File: src/rtl/r5p_soc_io_pkg.sv
// Shared I/O types for the r5p SoC peripherals: button debouncer FSM states.
package r5p_soc_io_pkg;

  typedef enum logic [1:0] {
    REL   = 2'd0,
    CHK_P = 2'd1,
    PRS   = 2'd2,
    CHK_R = 2'd3
  } deb_state_e;

endpackage

File: src/rtl/r5p_button_debounce_ch.sv
// One debounced button channel: 2-flop sync, REL/CHK_P/PRS/CHK_R FSM, long-press counter.
// Raw edge to btn_o latency is 2 + DEB_CYC + 1 cycles; all outputs are registered.
module r5p_button_debounce_ch
  import r5p_soc_io_pkg::*;
#(
  parameter int   DEB_CYC = 270000,
  parameter int   HLD_CYC = 27000000,
  parameter logic ACT_LOW = 1'b0
) (
  input  logic clk,
  input  logic rst,
  input  logic btn_i,
  output logic btn_o,
  output logic btn_p,
  output logic btn_r,
  output logic btn_h
);

  localparam int DW = $clog2(DEB_CYC);
  localparam int HW = $clog2(HLD_CYC + 1);
  localparam logic [DW-1:0] DEB_LAST = DW'(DEB_CYC - 1);
  localparam logic [DW-1:0] DEB_ONE  = DW'(1);
  localparam logic [HW-1:0] HLD_MAX  = HW'(HLD_CYC);
  localparam logic [HW-1:0] HLD_ONE  = HW'(1);

  logic [1:0]    sync_q;
  logic          s;
  deb_state_e    state_q;
  logic [DW-1:0] deb_cnt_q;
  logic          deb_done;
  logic          rel_fire;
  logic [HW-1:0] hold_q, hold_d;
  logic          btn_o_q, btn_p_q, btn_r_q, btn_h_q;

  // Synchronizer parks at the inactive raw level so a held button reads as a fresh press.
  always_ff @(posedge clk) begin
    if (rst) sync_q <= {2{ACT_LOW}};
    else     sync_q <= {sync_q[0], btn_i};
  end

  assign s        = sync_q[1] ^ ACT_LOW;
  assign deb_done = (deb_cnt_q == DEB_LAST);
  assign rel_fire = (state_q == CHK_R) && !s && deb_done;

  always_ff @(posedge clk) begin
    if (rst) begin
      state_q   <= REL;
      deb_cnt_q <= '0;
      btn_o_q   <= 1'b0;
      btn_p_q   <= 1'b0;
      btn_r_q   <= 1'b0;
    end else begin
      btn_p_q <= 1'b0;
      btn_r_q <= 1'b0;
      case (state_q)
        REL: begin
          if (s) begin
            state_q   <= CHK_P;
            deb_cnt_q <= '0;
          end
        end
        CHK_P: begin
          if (!s) begin
            state_q <= REL;
          end else if (deb_done) begin
            state_q <= PRS;
            btn_o_q <= 1'b1;
            btn_p_q <= 1'b1;
          end else begin
            deb_cnt_q <= deb_cnt_q + DEB_ONE;
          end
        end
        PRS: begin
          if (!s) begin
            state_q   <= CHK_R;
            deb_cnt_q <= '0;
          end
        end
        CHK_R: begin
          if (s) begin
            state_q <= PRS;
          end else if (deb_done) begin
            state_q <= REL;
            btn_o_q <= 1'b0;
            btn_r_q <= 1'b1;
          end else begin
            deb_cnt_q <= deb_cnt_q + DEB_ONE;
          end
        end
        default: state_q <= REL;
      endcase
    end
  end

  // Hold count runs while btn_o is high (including CHK_R bounces) and clears with the release pulse.
  always_comb begin
    hold_d = hold_q;
    if (rel_fire)
      hold_d = '0;
    else if (btn_o_q && (hold_q != HLD_MAX))
      hold_d = hold_q + HLD_ONE;
  end

  always_ff @(posedge clk) begin
    if (rst) begin
      hold_q  <= '0;
      btn_h_q <= 1'b0;
    end else begin
      hold_q  <= hold_d;
      btn_h_q <= (hold_d == HLD_MAX);
    end
  end

  assign btn_o = btn_o_q;
  assign btn_p = btn_p_q;
  assign btn_r = btn_r_q;
  assign btn_h = btn_h_q;

endmodule

File: src/rtl/r5p_button_debounce.sv
// Multi-channel button debouncer: BTN_NUM independent channels with press/release pulses
// and a long-press level; each channel adds 2 + DEB_CYC + 1 cycles of latency.
module r5p_button_debounce #(
  parameter int   BTN_NUM = 2,
  parameter int   DEB_CYC = 270000,
  parameter int   HLD_CYC = 27000000,
  parameter logic ACT_LOW = 1'b0
) (
  input  logic               clk,
  input  logic               rst,
  input  logic [BTN_NUM-1:0] btn_i,
  output logic [BTN_NUM-1:0] btn_o,
  output logic [BTN_NUM-1:0] btn_p,
  output logic [BTN_NUM-1:0] btn_r,
  output logic [BTN_NUM-1:0] btn_h
);

  for (genvar g = 0; g < BTN_NUM; g++) begin : g_ch
    r5p_button_debounce_ch #(
      .DEB_CYC (DEB_CYC),
      .HLD_CYC (HLD_CYC),
      .ACT_LOW (ACT_LOW)
    ) u_ch (
      .clk   (clk),
      .rst   (rst),
      .btn_i (btn_i[g]),
      .btn_o (btn_o[g]),
      .btn_p (btn_p[g]),
      .btn_r (btn_r[g]),
      .btn_h (btn_h[g])
    );
  end

endmodule
File: config.mk
export PLATFORM = sky130hd
export DESIGN_NAME = r5p_button_debounce
export DESIGN_NICKNAME = d
export VERILOG_FILES = /design/src/rtl/r5p_soc_io_pkg.sv /design/src/rtl/r5p_button_debounce_ch.sv /design/src/rtl/r5p_button_debounce.sv
export SDC_FILE = /design/constraint.sdc
export NUM_CORES = 1
export LEC_CHECK = 0
export ABC_AREA = 1
export CAP_MARGIN = 20
export CORE_UTILIZATION = 35
export DETAILED_ROUTE_END_ITERATION = 8
export GPL_TIMING_DRIVEN = 0
export SETUP_SLACK_MARGIN = 0.02
export SLEW_MARGIN = 20
export SYNTH_ARGS = -nofsm -noshare
export SYNTH_HDL_FRONTEND = slang
export SYNTH_HIERARCHICAL = 1
export SYNTH_SLANG_ARGS = --single-unit
File: constraint.sdc
create_clock -name clk -period 2.2 [get_ports clk]
set_input_delay 0.22 -clock clk [delete_from_list [all_inputs] [get_ports clk]]
set_output_delay 0.22 -clock clk [all_outputs]
set_load 0.005 [all_outputs]
==> summary.txt, run 1 <==
Outcome
  – Run status: finished with violations
  – Failing checks: DRC

Synthesis
  – Yosys top cell by area: dfxtp_1
  – Avg Cell Area, Syn: 6.31 um2
  – Main flop type after synthesis: dfxtp_1
  – Synth cell types: 39
  – Synthesized area: 0.00649 mm2
  – Ys Warns: 6
  – Post-synth top area share: 32.1%
  – Yosys reg bits: 104
  – Sequential fraction of the synthesis area: 32.1%
  – EDFF count, synth: 0
  – Syn Inst Count: 1030
  – Synthesized Nets: 1040
  – Synth area leaders: dfxtp_1, nand2_1, nor2_1
  – Async SR Flop Fraction: 0%

Min path
  – Hold crit path type: in -> reg

Placement
  – I/O Buffers: 11
  – Post-DP HPWL: 12500 um
  – Gp weighted congestion: 0.908
  – Setup WS pre-CTS: -258 ps
  – DP Cell Count: 1270

Global route
  – Congestion Overflow GR: 0
  – Largest net degree at the start of global routing: 20
  – Global Route Usage Sum: 18.1%
  – Vias in the first global route: 5853
  – Initial antenna violation count: 0
  – First-pass GRT wire length: 28200 um

Clock network
  – CTS Buffer Depth: 2
  – CTS tree: done
  – Reg clk slew, reported paths: 80 ps
  – Worst-Skew Late Latency: 360 ps
  – Clock buffer count from CTS: 9
  – H-tree levels: 3
  – Hold_buf cts: 0
  – Root Buffer: clkbuf_16
  – Clock tree sinks: 104

Final layout
  – Nets: 1071
  – Most frequent cells in the layout: nand2_1, nor2_1, inv_1, dfxtp_1, nand3_1
  – Area growth from synthesis to layout: 13.0%
  – Core Util, Final: 40.6%
  – Fill cells: 1937
  – Ant diodes: 0
  – Non-filler cells, final: 1295
  – Commonest non-fill, non-tap cell in the layout: nand2_1
  – Fraction of layout cells with a size suffix above 1: 12.2%

Critical path
  – Crit. End Element: flop
  – Critical Path RT: 2500 ps
  – Critical path launch point type: flop
  – Crit Path Max Fanout: 10
  – CP Class: reg -> reg
  – Worst Path Arrival: 2340 ps

STA
  – RSZ-0062 raised after global routing: true
  – Slew headroom: 65.3%
  – Slew Limit Fails: 0
  – Endpoints failing hold: 0
  – Hold WS: 370 ps
  – Setup-failing EPs final: 0
  – Layout Skew: 11.2 ps
  – Worst Setup Slack, final: 162 ps
  – Fin crit share: 92.6%
  – Final worst path period need: 2040 ps
  – Max Fclk: 491 MHz
  – Measured slew at the worst slew-check pin: 521 ps

Pwr
  – P_leak: 2.71 nW
  – Peak VDD IR: 0.399 mV
  – PwrDens: 493 mW/mm2
  – Pwr Total: 3.61 mW

Floorplan
  – Top-level port count: 12
  – Die Span X: 138 um
  – Die area: 0.0191 mm2
  – Initial Util: 35.9%
  – Die Ht: 138 um
  – FP Rows: 49
  – Core area: 0.0181 mm2

Detailed routing
  – Pre-antenna DRT Iters: 7
  – Wirelength per Cell: 12.7 um
  – Vias per cell: 4.92
  – Remaining antenna violation count after routing: 0
  – Via count: 6377
  – # DRC: 1
  – DRT iter0 DRCs: 470
  – Drt total wl: 16500 um

Flow run
  – Max-cap violations: 0
==> power breakdown <==
group          internal, mW  switching (mW)
clock                 0.829           0.791
sequential             1.89         0.00853
combinational        0.0274          0.0692
==> per-stage QoR <==
stage | area (um2) | TNS, ps
finish | 7340 | 0
detailed placement | 6890 | -2830
CTS | 7220 | 0
floorplan | 6490 | 0
global placement | 6890 | -2210
global route | 7340 | 0
==> worst paths after layout <==
path,start,cells past startpoint,slack [ps],endpoint
max reg2reg,g_ch[1].u_ch/hold_q[1],15,160,g_ch[1].u_ch/btn_h
min reg2reg,g_ch[1].u_ch/sync_q[0],2,400,g_ch[1].u_ch/sync_q[1]
max,g_ch[1].u_ch/hold_q[1],15,160,g_ch[1].u_ch/btn_h
min,btn_i[0],3,370,g_ch[0].u_ch/sync_q[0]
==> cell families after synthesis <==
| family | count (synthesis) | share of synthesized area [%] |
|---|---|---|
| AOI/OAI and AO/OA | 78 | 6.59 |
| xor gates and xnor gates | 26 | 3.62 |
| adders and majority gates | 6 | 1.16 |
| buffers and inverters | 164 | 10.4 |
| DFF | 104 | 32.1 |
| and+or+nand+nor | 652 | 46.2 |
==> worst max-delay path, cell delays in order (launching register included) <==
cell and delay (ps):
dfxtp_1 340, inv_1 100, ha_1 160, nand3_1 140
nor2_4 130, nand3_4 120, nand2_4 110, buf_6 170
nand2_2 60, nand2_2 70, inv_2 30, nor2_1 150
nand3_1 140, nor2_1 110, nand2_1 70, nor2_2 70
==> final cells by class <==
class	instances	area (um2)	area share [%]
Multi-Input combinational cell	762	3800	51.8
Sequential cell	104	2090	28.5
Inverter	142	538	7.33
Tap cell	229	287	3.91
Clock buffer	10	239	3.26
Timing Repair Buffer	20	178	2.42
Buffer	22	150	2.05
Clock inverter	6	55.1	0.750
==> cell usage after synthesis (4+ instances only) <==
| master | n |
|---|---|
| nand2_1 | 266 |
| nor2_1 | 149 |
| inv_1 | 115 |
| dfxtp_1 | 104 |
| nand3_1 | 81 |
| nor3_1 | 50 |
| a21oi_1 | 46 |
| nand4_1 | 44 |
| xor2_1 | 20 |
| o21ai_0 | 14 |
| clkinv_1 | 13 |
| nand2_2 | 13 |
| inv_2 | 12 |
| nor2_2 | 12 |
| nor2_4 | 7 |
| nor4_1 | 7 |
| clkbuf_1 | 6 |
| ha_1 | 6 |
| o21a_1 | 6 |
| o21ai_1 | 6 |
| buf_2 | 5 |
| buf_6 | 5 |
| nand3b_1 | 5 |
| xnor2_1 | 5 |
| buf_4 | 4 |
| or2_2 | 4 |
==> sequential cells by signal, indices dropped and copies added, names as in the netlist, named ones only <==
name	count
g_ch.u_ch/sync_q	4
g_ch.u_ch/btn_o	2
g_ch.u_ch/deb_cnt_q	38
g_ch.u_ch/btn_h	2
g_ch.u_ch/state_q	2
g_ch.u_ch/btn_r	2
g_ch.u_ch/hold_q	50
g_ch.u_ch/btn_p	2
==> layer usage <==
layer	global-route usage [%]	wire (um)	vias up
li1	-	-	3370
met5	0	0	-
met4	5.68	280	0
met3	3.26	521	21
met1	24.2	8330	2866
met2	29.5	7380	120
==> repair_timing <==
action,4_1_cts,5_1_grt
setup buffers,3,6
pin swaps,1,3
setup endpoints to repair,21,36
resized for setup,4,25
No activity file was read; power rests on OpenSTA's default activity.
==> run 2: changes to the inputs <==
--- a/config.mk
+++ b/config.mk
@@ -8,9 +8,11 @@
 export ABC_AREA = 1
 export CAP_MARGIN = 20
 export CORE_UTILIZATION = 35
+export CTS_BUF_LIST = sky130_fd_sc_hd__clkbuf_2 sky130_fd_sc_hd__clkbuf_4 sky130_fd_sc_hd__clkbuf_8
 export DETAILED_ROUTE_END_ITERATION = 8
 export GPL_TIMING_DRIVEN = 0
 export SETUP_SLACK_MARGIN = 0.02
+export SKIP_LAST_GASP = 1
 export SLEW_MARGIN = 20
 export SYNTH_ARGS = -nofsm -noshare
 export SYNTH_HDL_FRONTEND = slang
==> run 2 against run 1 <==
Effect of this change: the run still ends with DRC left; critical path depth fell by 2; hold slack got worse by 38 ps; clock power fell by 25%; power fell by 11%; wire length fell by 0.16%; cell area fell by 1.6%; clock skew rose by 3.2 ps; global-route usage fell by 0.075 points; critical path type unchanged; critical endpoint is now g_ch[0].u_ch/btn_h.
==> summary.txt, run 2 (same netlist as run 1, synthesis figures left out) <==
Final layout
  – Nets: 1072 (+0.093%)
  – Ant diodes: 0 (unchanged)
  – Biggest register: g_ch.u_ch/hold_q
  – Number of flip-flops in the largest register: 50 (unchanged)
  – Core Util, Final: 39.9% (-0.63 points)
  – Fraction of layout cells with a size suffix above 1: 11.7% (-0.48 points)
  – Largest registers: g_ch.u_ch/hold_q (50), g_ch.u_ch/deb_cnt_q (38), g_ch.u_ch/sync_q (4)
  – Commonest non-fill, non-tap cell in the layout: nand2_1
  – Area growth from synthesis to layout: 11.2%
  – Most frequent cells in the layout: nand2_1, nor2_1, inv_1, dfxtp_1, nand3_1
  – Non-filler cells, final: 1296 (+0.077%)

STA
  – Measured slew at the worst slew-check pin: 516 ps (-4.49 ps)
  – RSZ-0062 raised after global routing: true
  – Fin crit share: 91.3% (-1.3 points)
  – Slew headroom: 65.6% (+0.30 points)
  – Slew Limit Fails: 0 (unchanged)
  – Max Fclk: 498 MHz (+1.4%)
  – Final worst path period need: 2010 ps (-28.7 ps)
  – Setup-failing EPs final: 0 (unchanged)
  – Layout Skew: 14.4 ps (+3.18 ps)
  – Setup TNS: 0 ps (unchanged)
  – Endpoints failing hold: 0 (unchanged)

Placement
  – I/O Buffers: 11 (unchanged)
  – DP Cell Count: 1270 (unchanged)
  – Post-DP HPWL: 12500 um (unchanged)
  – Gp weighted congestion: 0.908 (unchanged)

Pwr
  – P_leak: 2.66 nW (-2.0%)
  – Pwr Total: 3.22 mW (-11%)
  – Peak VDD IR: 0.299 mV (-25%)
  – PwrDens: 445 mW/mm2 (-9.6%)

Clock network
  – CTS tree: done
  – Clock tree sinks: 104 (unchanged)
  – Clock buffer count from CTS: 9 (unchanged)
  – Reg clk slew, reported paths: 110 ps (+30 ps)
  – H-tree levels: 3 (unchanged)
  – Worst-Skew Late Latency: 390 ps (+30 ps)
  – Root Buffer: clkbuf_8
  – Hold_buf cts: 0 (unchanged)
  – CTS Buffer Depth: 2 (unchanged)

Floorplan
  – Die area: 0.0191 mm2 (unchanged)
  – Top-level port count: 12 (unchanged)
  – Die Span X: 138 um (unchanged)
  – Die Ht: 138 um (unchanged)
  – Initial Util: 35.9% (unchanged)
  – Core area: 0.0181 mm2 (unchanged)
  – FP Rows: 49 (unchanged)

Critical path
  – Worst Path Arrival: 2330 ps (about the same)
  – Reg2Reg Launch Point: g_ch[0].u_ch/hold_q[0]
  – Crit. End Element: flop
  – Crit Path Max Fanout: 6 (-4)
  – Critical path origin: g_ch[0].u_ch/hold_q[0]
  – R2R depth: 13 (-2)
  – Critical Path RT: 2530 ps (+30 ps)
  – Critical path launch point type: flop
  – CP Class: reg -> reg

Outcome
  – Failing checks: DRC
  – Run status: finished with violations

Flow run
  – Max-cap violations: 0 (unchanged)

Detailed routing
  – # DRC: 2 (+1)
  – DRT iter0 DRCs: 471 (+0.21%)
  – Remaining antenna violation count after routing: 0 (unchanged)
  – Wirelength per Cell: 12.7 um (-0.24%)
  – Via count: 6369 (-0.13%)
  – Drt total wl: 16500 um (-0.16%)
  – Pre-antenna DRT Iters: 7 (unchanged)
  – Vias per cell: 4.91 (-0.20%)

Min path
  – Worst Hold Launch: btn_i[0]
  – Hold crit path type: in -> reg
  – Cells on Worst Hold Path: 3 (unchanged)

Global route
  – Vias in the first global route: 5844 (-0.15%)
  – Initial antenna violation count: 0 (unchanged)
  – Largest net degree at the start of global routing: 20 (unchanged)
  – Congestion Overflow GR: 0 (unchanged)
  – Global Route Usage Sum: 18.0% (-0.075 points)
  – First-pass GRT wire length: 28100 um (-0.24%)
==> run 2: cell count changes in the layout (fill, tap and decap cells not counted), sizes merged <==
cell and delta:
clkbuf -1, buf +2
==> run 2: critical path: stages (launching register included) <==
cell     delay, ps
dfxtp_2        390
ha_1           200
nand2_1        100
nor2_4         240
nand2_1        150
nor2_1         150
xor2_1          70
nand2_1         60
nand3_1         70
nor2_1         140
nand2_1         70
nor2_1         120
nand2_1        100
nor2_2          90
==> run 2: timing repair <==
item | in CTS | in global routing
buffers inserted | 3 | 7
endpoints found under the setup margin | 21 | 36
resized for setup | 4 | 16
pin swaps | 1 | 3
==> run 2: final timing paths <==
path | endpoint | slack [ps]
hold / removal | g_ch[0].u_ch/sync_q[0] | 330
hold reg to reg | g_ch[1].u_ch/sync_q[1] | 410
setup / recovery | g_ch[0].u_ch/btn_h | 190
setup reg to reg | g_ch[0].u_ch/btn_h | 190
==> run 2: area by class of cell <==
class                   instances  area (um2)
flip-flops and latches        104        2090
clock inverters                 6        55.1
well taps                     229         287
fillers                      1953       10900
repair buffers                 21         185
inverters                     142         536
clock buffers                  10         138
multi-input cells             762        3790
plain buffers                  22         145
==> run 2: layer usage <==
metal / track usage [%] / wire, um / vias to the layer above
met4: 5.80 / 244 / 0
met5: 0 / 0 / -
met1: 24.1 / 8340 / 2895
met3: 2.98 / 456 / 17
li1: - / - / 3365
met2: 29.6 / 7440 / 92
==> run 2: metrics by stage <==
step	hold slack [ps]	area [um2]	setup slack [ps]
2_1_floorplan	327	6490	475
3_3_place_gp	389	6890	-211
6_report	332	7220	191
3_5_place_dp	395	6890	-258
4_1_cts	304	7120	54.4
5_1_grt	367	7220	-49.5
==> run 2: power by group <==
group	internal (mW)	switching, mW
clock	0.472	0.748
sequential	1.89	0.00849
combinational	0.0283	0.0700
total	2.39	0.827
